## config.mk

```make
export PLATFORM = sky130hd
export DESIGN_NAME = ps2_key_status
export DESIGN_NICKNAME = d
export VERILOG_FILES = /design/src/rtl/ps2_key_status.sv
export SDC_FILE = /design/constraint.sdc
export NUM_CORES = 1
export LEC_CHECK = 0
export CORE_MARGIN = 8
export CORE_UTILIZATION = 25
export CTS_CLUSTER_DIAMETER = 30
export CTS_CLUSTER_SIZE = 8
export DETAILED_ROUTE_END_ITERATION = 6
export PLACE_DENSITY = 0.54
export SLEW_MARGIN = 20
export SYNTH_ARGS = -nofsm -noshare
export SYNTH_HDL_FRONTEND = slang
export SYNTH_SLANG_ARGS = --single-unit
```

## constraint.sdc

```tcl
create_clock -name clk -period 4.1 [get_ports clk]
set_input_delay 1.025 -clock clk [delete_from_list [all_inputs] [get_ports clk]]
set_output_delay 1.025 -clock clk [all_outputs]
set_load 0.03 [all_outputs]
```

## src/rtl/ps2_key_status.sv

```systemverilog
// PS/2 set-2 receiver that tracks the held state of letter keys A-Z as a 26-bit bitmap.
// Optional build macro: PS2_PARITY_CHECK_EN (reject frames whose data+parity weight is even).
module ps2_key_status #(
  parameter int TIMEOUT_CYCLES = 100000
) (
  input  logic        clk,
  input  logic        reset_n,
  input  logic        ps2_clk,
  input  logic        ps2_data,
  output logic [25:0] key_status,
  output logic [7:0]  rx_byte,
  output logic        rx_valid,
  output logic        frame_err
);

  localparam int CW = (TIMEOUT_CYCLES > 2) ? $clog2(TIMEOUT_CYCLES) : 1;
  localparam logic [CW-1:0] TMO_TERM = CW'(TIMEOUT_CYCLES - 1);
`ifdef PS2_PARITY_CHECK_EN
  localparam logic PARITY_CHECK = 1'b1;
`else
  localparam logic PARITY_CHECK = 1'b0;
`endif

  typedef enum logic [1:0] {
    ST_IDLE   = 2'd0,
    ST_DATA   = 2'd1,
    ST_PARITY = 2'd2,
    ST_STOP   = 2'd3
  } state_t;

  state_t        state_r, state_nxt_s;
  logic [1:0]    clk_sync_r, dat_sync_r;
  logic          clk_prev_r;
  logic          fall_s, data_s, timeout_s;
  logic          shift_en_s, par_cap_s, accept_s, err_s;
  logic [2:0]    bit_cnt_r;
  logic [7:0]    shift_r;
  logic          parity_r;
  logic [CW-1:0] tmo_cnt_r;
  logic [7:0]    rx_byte_r;
  logic          rx_valid_r, frame_err_r;
  logic          ext_r, brk_r;
  logic [25:0]   key_status_r;
  logic [5:0]    letter_s;

  function automatic logic odd_weight(input logic [7:0] d, input logic p);
    return ^{d, p};
  endfunction

  // Set-2 make code to {hit, letter index}; hit=0 for anything that is not A-Z.
  function automatic logic [5:0] letter_lookup(input logic [7:0] code);
    logic [5:0] r;
    case (code)
      8'h1C: r = {1'b1, 5'd0};   8'h32: r = {1'b1, 5'd1};   8'h21: r = {1'b1, 5'd2};
      8'h23: r = {1'b1, 5'd3};   8'h24: r = {1'b1, 5'd4};   8'h2B: r = {1'b1, 5'd5};
      8'h34: r = {1'b1, 5'd6};   8'h33: r = {1'b1, 5'd7};   8'h43: r = {1'b1, 5'd8};
      8'h3B: r = {1'b1, 5'd9};   8'h42: r = {1'b1, 5'd10};  8'h4B: r = {1'b1, 5'd11};
      8'h3A: r = {1'b1, 5'd12};  8'h31: r = {1'b1, 5'd13};  8'h44: r = {1'b1, 5'd14};
      8'h4D: r = {1'b1, 5'd15};  8'h15: r = {1'b1, 5'd16};  8'h2D: r = {1'b1, 5'd17};
      8'h1B: r = {1'b1, 5'd18};  8'h2C: r = {1'b1, 5'd19};  8'h3C: r = {1'b1, 5'd20};
      8'h2A: r = {1'b1, 5'd21};  8'h1D: r = {1'b1, 5'd22};  8'h22: r = {1'b1, 5'd23};
      8'h35: r = {1'b1, 5'd24};  8'h1A: r = {1'b1, 5'd25};
      default: r = 6'd0;
    endcase
    return r;
  endfunction

  // Pin synchronisers plus the extra clock-path stage for falling-edge detection.
  always_ff @(posedge clk or negedge reset_n) begin
    if (!reset_n) begin
      clk_sync_r <= 2'b11;
      dat_sync_r <= 2'b11;
      clk_prev_r <= 1'b1;
    end else begin
      clk_sync_r <= {clk_sync_r[0], ps2_clk};
      dat_sync_r <= {dat_sync_r[0], ps2_data};
      clk_prev_r <= clk_sync_r[1];
    end
  end

  assign fall_s    = clk_prev_r & ~clk_sync_r[1];
  assign data_s    = dat_sync_r[1];
  // A fall in the terminal-count cycle keeps the frame alive.
  assign timeout_s = (state_r != ST_IDLE) && !fall_s && (tmo_cnt_r == TMO_TERM);

  // Receive FSM state register.
  always_ff @(posedge clk or negedge reset_n) begin
    if (!reset_n) begin
      state_r <= ST_IDLE;
    end else begin
      state_r <= state_nxt_s;
    end
  end

  // Receive FSM next state and per-cycle actions.
  always_comb begin
    state_nxt_s = state_r;
    shift_en_s  = 1'b0;
    par_cap_s   = 1'b0;
    accept_s    = 1'b0;
    err_s       = 1'b0;
    if (timeout_s) begin
      state_nxt_s = ST_IDLE;
      err_s       = 1'b1;
    end else if (fall_s) begin
      case (state_r)
        ST_IDLE: begin
          if (!data_s) begin
            state_nxt_s = ST_DATA;
          end else begin
            err_s = 1'b1;
          end
        end
        ST_DATA: begin
          shift_en_s = 1'b1;
          if (bit_cnt_r == 3'd7) begin
            state_nxt_s = ST_PARITY;
          end else begin
            state_nxt_s = ST_DATA;
          end
        end
        ST_PARITY: begin
          par_cap_s   = 1'b1;
          state_nxt_s = ST_STOP;
        end
        ST_STOP: begin
          state_nxt_s = ST_IDLE;
          if (data_s && (odd_weight(shift_r, parity_r) || !PARITY_CHECK)) begin
            accept_s = 1'b1;
          end else begin
            err_s = 1'b1;
          end
        end
        default: state_nxt_s = ST_IDLE;
      endcase
    end else begin
      state_nxt_s = state_r;
    end
  end

  // Frame datapath: shifter, bit counter, saturating inter-edge timeout counter, output pulses.
  always_ff @(posedge clk or negedge reset_n) begin
    if (!reset_n) begin
      bit_cnt_r   <= 3'd0;
      shift_r     <= 8'd0;
      parity_r    <= 1'b0;
      tmo_cnt_r   <= '0;
      rx_byte_r   <= 8'd0;
      rx_valid_r  <= 1'b0;
      frame_err_r <= 1'b0;
    end else begin
      if (shift_en_s) begin
        shift_r   <= {data_s, shift_r[7:1]};
        bit_cnt_r <= bit_cnt_r + 3'd1;
      end else if (state_r == ST_IDLE) begin
        bit_cnt_r <= 3'd0;
      end
      if (par_cap_s) begin
        parity_r <= data_s;
      end
      if ((state_r == ST_IDLE) || fall_s) begin
        tmo_cnt_r <= '0;
      end else if (tmo_cnt_r != {CW{1'b1}}) begin
        tmo_cnt_r <= tmo_cnt_r + {{(CW-1){1'b0}}, 1'b1};
      end
      if (accept_s) begin
        rx_byte_r <= shift_r;
      end
      rx_valid_r  <= accept_s;
      frame_err_r <= err_s;
    end
  end

  assign letter_s = letter_lookup(rx_byte_r);

  // Prefix tracking and key bitmap update, one cycle behind rx_valid.
  always_ff @(posedge clk or negedge reset_n) begin
    if (!reset_n) begin
      ext_r        <= 1'b0;
      brk_r        <= 1'b0;
      key_status_r <= 26'd0;
    end else if (rx_valid_r) begin
      case (rx_byte_r)
        8'hE0: ext_r <= 1'b1;
        8'hF0: brk_r <= 1'b1;
        default: begin
          if (!ext_r && letter_s[5]) begin
            key_status_r[letter_s[4:0]] <= ~brk_r;
          end
          ext_r <= 1'b0;
          brk_r <= 1'b0;
        end
      endcase
    end
  end

  assign key_status = key_status_r;
  assign rx_byte    = rx_byte_r;
  assign rx_valid   = rx_valid_r;
  assign frame_err  = frame_err_r;

endmodule

```

# Yosys cells after proc, flatten, opt, wreduce, memory -nomap -nowiden
# Memories as Yosys holds them, arrays and structs flattened.
# Cells that the tools add are included.
[classes]
div = 0
mul = 0
bitwise = 6
shift = 0
reduce_logical = 17
n_lt_le_gt_ge = 2
mux = 26
eq_ne = 9
n_addsub = 2
[ops]
columns = ["operator", "count"]
rows = [
  ["$mux W17", 2],
  ["$bwmux W26", 1],
  ["$add A17 B1 Y17 const B", 1],
  ["$eq A17 B17 Y1 const B", 1],
  ["$ne A17 B17 Y1 const B", 1],
  ["$eq A8 B8 Y1 const B", 2],
  ["$mux W1", 11],
  ["$mux W2", 4],
  ["$pmux W2 S4", 1],
  ["$reduce_bool A2 Y1", 4],
  ["$lt A5 B6 Y1 const B", 1],
  ["$mux W3", 2],
  ["$mux W6", 1],
  ["$pmux W1 S2", 3],
  ["$reduce_and A2 Y1", 3],
  ["$demux W1 S5", 1],
  ["$ge A5 B1 Y1 const B", 1],
  ["$not A1 Y1", 5],
  ["$eq A2 B2 Y1 const B", 2],
  ["$logic_and A1 B1 Y1", 4],
  ["$add A3 B1 Y3 const B", 1],
  ["$eq A3 B3 Y1 const B", 1],
  ["$ne A3 B3 Y1 const B", 1],
  ["$reduce_and A3 Y1", 1],
  ["6 further kinds", 7],
]
[totals]
inputBits = 4
mem_bits_rw = 0
out_inout_bits = 36
n_memories = 1
romBits = 768
ff_bits = 73
latchBits = 0
[memory_table]
columns = ["memory", "words", "word_bits", "rd", "rd_ports_with_merged_regs", "wr", "line_no", "rtl"]
rows = [
  ["(no name shown)", 128, 6, 1, 0, 0, "53", "case (code)"],
]

# Depth between registers and ports, before layout
[logic_depth]
word_depth = 7
depth_mapped = 11

# Worst setup path after synthesis
# No wires, ideal clock.
[synth_timing]
kind = "flip-flop to flip-flop"
from = "register rx_byte_r[2] (netlist: rx_byte[2])"
to = "register key_status_r[13] (netlist: key_status[13])"
t_arrival_ps = 2583
stages_incl_launch_ff = 11
path_buffers = 1
required_time_ps = 3963
path_slack_ps = 1380
path_cell_list = "dfrtp_1 -> buf_2 -> inv_2 -> ha_1 -> nor2b_1 -> a2111oi_0 -> or4_1 -> nor4_2 -> and2b_1 -> nand2_1 -> mux2i_1"
[synth_via]
elab_chain_cells = 7
word_cells_on_any_way = 14
[synth_lines]
columns = ["item", "line_no", "rtl"]
rows = [
  ["from (decl)", "40", "logic [7:0] rx_byte_r;"],
  ["from (signal assigned)", "167", "rx_byte_r <= shift_r;"],
  ["$mem_v2 Z128 W6", "n/a", ""],
  ["$mux W6", "53", ""],
  ["$lt A5 B6 Y1 (implied by the code) or $ge A5 B1 Y1 (tied branches)", "188", "key_status_r[letter_s[4:0]] <= ~brk_r;"],
  ["$logic_and A1 B1 Y1 (implied by the code)", "188", ""],
  ["$mux W1 (implied by the code)", "188", ""],
  ["$demux W1 S5", "188", ""],
  ["$bwmux W26", "188", ""],
  ["to (signal, indexed assignment)", "188", ""],
  ["to (decl)", "43", "logic [25:0] key_status_r;"],
]
# Several ways; a longest one is shown, not always the timed one.
# A chain may end at the register's enable or synchronous reset.

# Final worst setup path
[layout_timing]
from = "register rx_byte_r[2] (netlist: rx_byte[2])"
to = "register key_status_r[5] (netlist: key_status[5])"
# The elaborated chain is that of the path after synthesis.

==> impl_metrics.py <==
metrics = {
    "synthesis": {
        "synth_area_leader_cell": "dfrtp_1",
        "yosysTopAreaCellShare_pct": 45.1,
        "synth.most_common_cell": "dfrtp_1",
        "synth_commonest_cells": "68 x dfrtp_1, 41 x nand2_1, 31 x inv_1",
        "synthArstFlopShare_pct": 100,
        "synthCells": 376,
        "synth.distinct_cells": 57,
        "synth_edf_count": 0,
        "synthTopCellsByArea": "dfrtp_1 45%, mux2i_1 7.2%, nand2_1 4.1%",
        "syn_area_mm2": 0.00377,
        "ys.flop_type": "dfrtp_1",
        "yosysWarnings": 0,
        "yosysSeqAreaShare_pct": 48.6,
        "synth_fp_nets": 385,
        "synth-seq-cells": 73,
        "avgSynthCellArea_um2": 10.0,
    },
    "floorplan": {
        "rows": 45,
        "io_pins": 40,
        "die_area_mm2": 0.0193,
        "start_util_pct": 25.2,
        "die_w_um": 139,
        "dieHeight_um": 139,
        "core_area_mm2": 0.0150,
    },
    "worst_hold_path": {
        "hp-class": "reg2reg",
        "whs_path_depth": 0,
        "hold_start": "clk_sync_r[0]",
        "hold_end": "clk_sync_r[1]",
    },
    "sta": {
        "fmax_mhz": 336,
        "setup_viol": 0,
        "worst_pin_slew_ns": 0.843,
        "drv_slew": 0,
        "setup_tns_ns": 0,
        "period_share_pct": 72.6,
        "finClkSkew_ns": 0.00657,
        "max_slew_margin_pct": 43.8,
        "worst_slack_ns": 1.12,
        "hold_viol": 0,
        "min_period_ns": 2.98,
        "rsz0062_at_grt": "false",
    },
    "critical_path": {
        "rr_endpoint": "key_status[5]",
        "crit_slowest_cell": "dfrtp_1",
        "crit_type": "reg2reg",
        "cp.required_ns": 4.27,
        "rrSetupSlack_ns": 1.12,
        "slowest_delay_ns": 0.61,
        "reg2regPathDepth": 9,
        "crit_buf_inv": 1,
        "path_cells": "inv_2 -> ha_1 -> nor2b_1 -> a2111oi_0 -> or4_1 -> nor4_2 -> and2b_1 -> nand2_1 -> mux2i_1",
        "cp_max_fo": 13,
        "cp-end-kind": "flop",
        "reg2reg_from": "rx_byte[2]",
        "start_kind": "flop",
        "crit_arrival_ns": 3.14,
        "cp_top_family": "simple AND/OR/NAND/NOR gates",
    },
    "pwr": {
        "p_leak_nw": 2.01,
        "vdd_drop_max_mv": 0.270,
        "p_per_area_mw_per_mm2": 384,
        "finalPower_mw": 1.78,
    },
    "final_layout": {
        "final_nets": 422,
        "antennaDiodeCount": 0,
        "drive_above_1_share_pct": 12.0,
        "final_area_mm2": 0.00464,
        "syn_to_final_growth_pct": 23.1,
    },
    "clocking": {
        "cts_root_buffer": "clkbuf_16",
        "cts_made_buffers": 9,
        "cts-hold-fix-buffers": 0,
        "cts_tree": "done",
        "clock_path_buffers": 2,
        "clkSinkCount": 73,
        "clock_latency_ns": 0.33,
        "post-cts-setup-buffers": 0,
        "clk_pin_slew_ns": 0.06,
        "cts_max_level": 3,
        "post_cts_resized": 0,
    },
    "drt": {
        "drt-initial-drc-count": 252,
        "wl_met1_um": 4040,
        "wl_met2_um": 4150,
        "wl_per_cell_um": 14.3,
        "firstDrtPassIters": 4,
        "remaining_drc_errors": 0,
        "met3WireLength_um": 286,
        "wirelength_um": 8650,
        "dr.max_layer_used": "met4",
        "ant_nets": 0,
        "vias": 2820,
        "vias_per_cell": 4.65,
    },
    "placed_design": {
        "hpwl_um": 6170,
        "placed_area_mm2": 0.00434,
        "port_buffers": 39,
        "place_ws_ns": 1.16,
        "globalplace.congestion": 0.822,
    },
    "grt": {
        "overflow": 0,
        "antenna_found_initial": 0,
        "grt_start_max_net_pins": 44,
        "grt_pass1_vias": 2813,
        "gr-usage-all-layers_pct": 9.39,
        "grt_pass1_wl_um": 14700,
    },
    "run_status": {
        "status": "completed",
    },
    "job": {
        "cap_violations": 0,
    },
}
[metal layers]
layer	track usage, %	vias up
li1	-	1382
met3	2.62	17
met4	3.70	0
met5	0	-
met2	15.3	44
met1	11.5	1377
[area by class of cell]
cell class | instances | area [µm²]
fillers | 1555 | 10300
flip-flops and latches | 73 | 1830
multi-input cells | 255 | 1750
repair buffers | 42 | 408
well taps | 188 | 235
clock buffers | 10 | 229
inverters | 32 | 120
clock inverters | 6 | 67.6
[cell families (layout without fill, tap and decap cells)]
| group | after synthesis | count (layout) | synth area share, % |
|---|---|---|---|
| mux | 39 | 39 | 10.8 |
| buf+inv | 48 | 90 | 5.04 |
| simple gates | 143 | 143 | 20.6 |
| compound gates | 54 | 54 | 10.1 |
| xor+xnor | 14 | 14 | 3.25 |
| fa+ha+maj | 5 | 5 | 1.66 |
| flops | 73 | 73 | 48.6 |
[metrics by stage]
step	std cells	utilization [%]	hold WS [ns]
2_1_floorplan	376	-	0.345
3_3_place_gp	590	29.0	0.346
3_5_place_dp	590	29.0	0.347
4_1_cts	606	31.0	0.356
5_1_grt	606	31.0	0.360
6_report	606	31.0	0.355
[sequential cells by signal (all words and copies together), names as in the netlist]
name,count
rx_valid,1
frame_err,1
tmo_cnt_r,17
shift_r,8
state_r,2
clk_sync_r,2
bit_cnt_r,3
key_status,26
rx_byte,8
clk_prev_r,1
brk_r,1
dat_sync_r,2
ext_r,1
[worst reg2reg max path, delay by kind of cell (launching register included)]
kind                       cells  cell delay, ns
AOI/OAI and AO/OA              1            0.10
adders and majority gates      1            0.29
buffers and inverters          1            0.10
DFF                            1            0.61
muxes                          1            0.14
and+or+nand+nor                5            1.58
[cells in the final DEF (no fill, tap or decap), drive strengths merged, types with 11 or more instances in the layout]
cell type and count:
dfrtp 68, nand2 41, clkdlybuf4s50 38, inv 33
nor2 28, mux2i 27, o21ai 17, mux2 12
xor2 11, a21oi 11
[how the worst max path moves through the flow]
stage | start | endpoint | slack [ns] | cells after the start
CTS | rx_byte[2] | key_status[5] | 1.14 | 9
floorplan | rx_byte[2] | key_status[13] | 1.38 | 10
detailed placement | rx_byte[2] | key_status[5] | 1.16 | 9
finish | rx_byte[2] | key_status[5] | 1.12 | 9
global placement | rx_byte[2] | key_status[5] | 1.27 | 9
global route | rx_byte[2] | key_status[5] | 0.92 | 9
[power by group]
part | internal (mW) | total (mW) | switching [mW]
sequential | 0.786 | 0.839 | 0.0535
clock | 0.473 | 0.787 | 0.314
combinational | 0.0796 | 0.155 | 0.0758
total | 1.34 | 1.78 | 0.443
No activity file was read; power rests on OpenSTA's default activity.
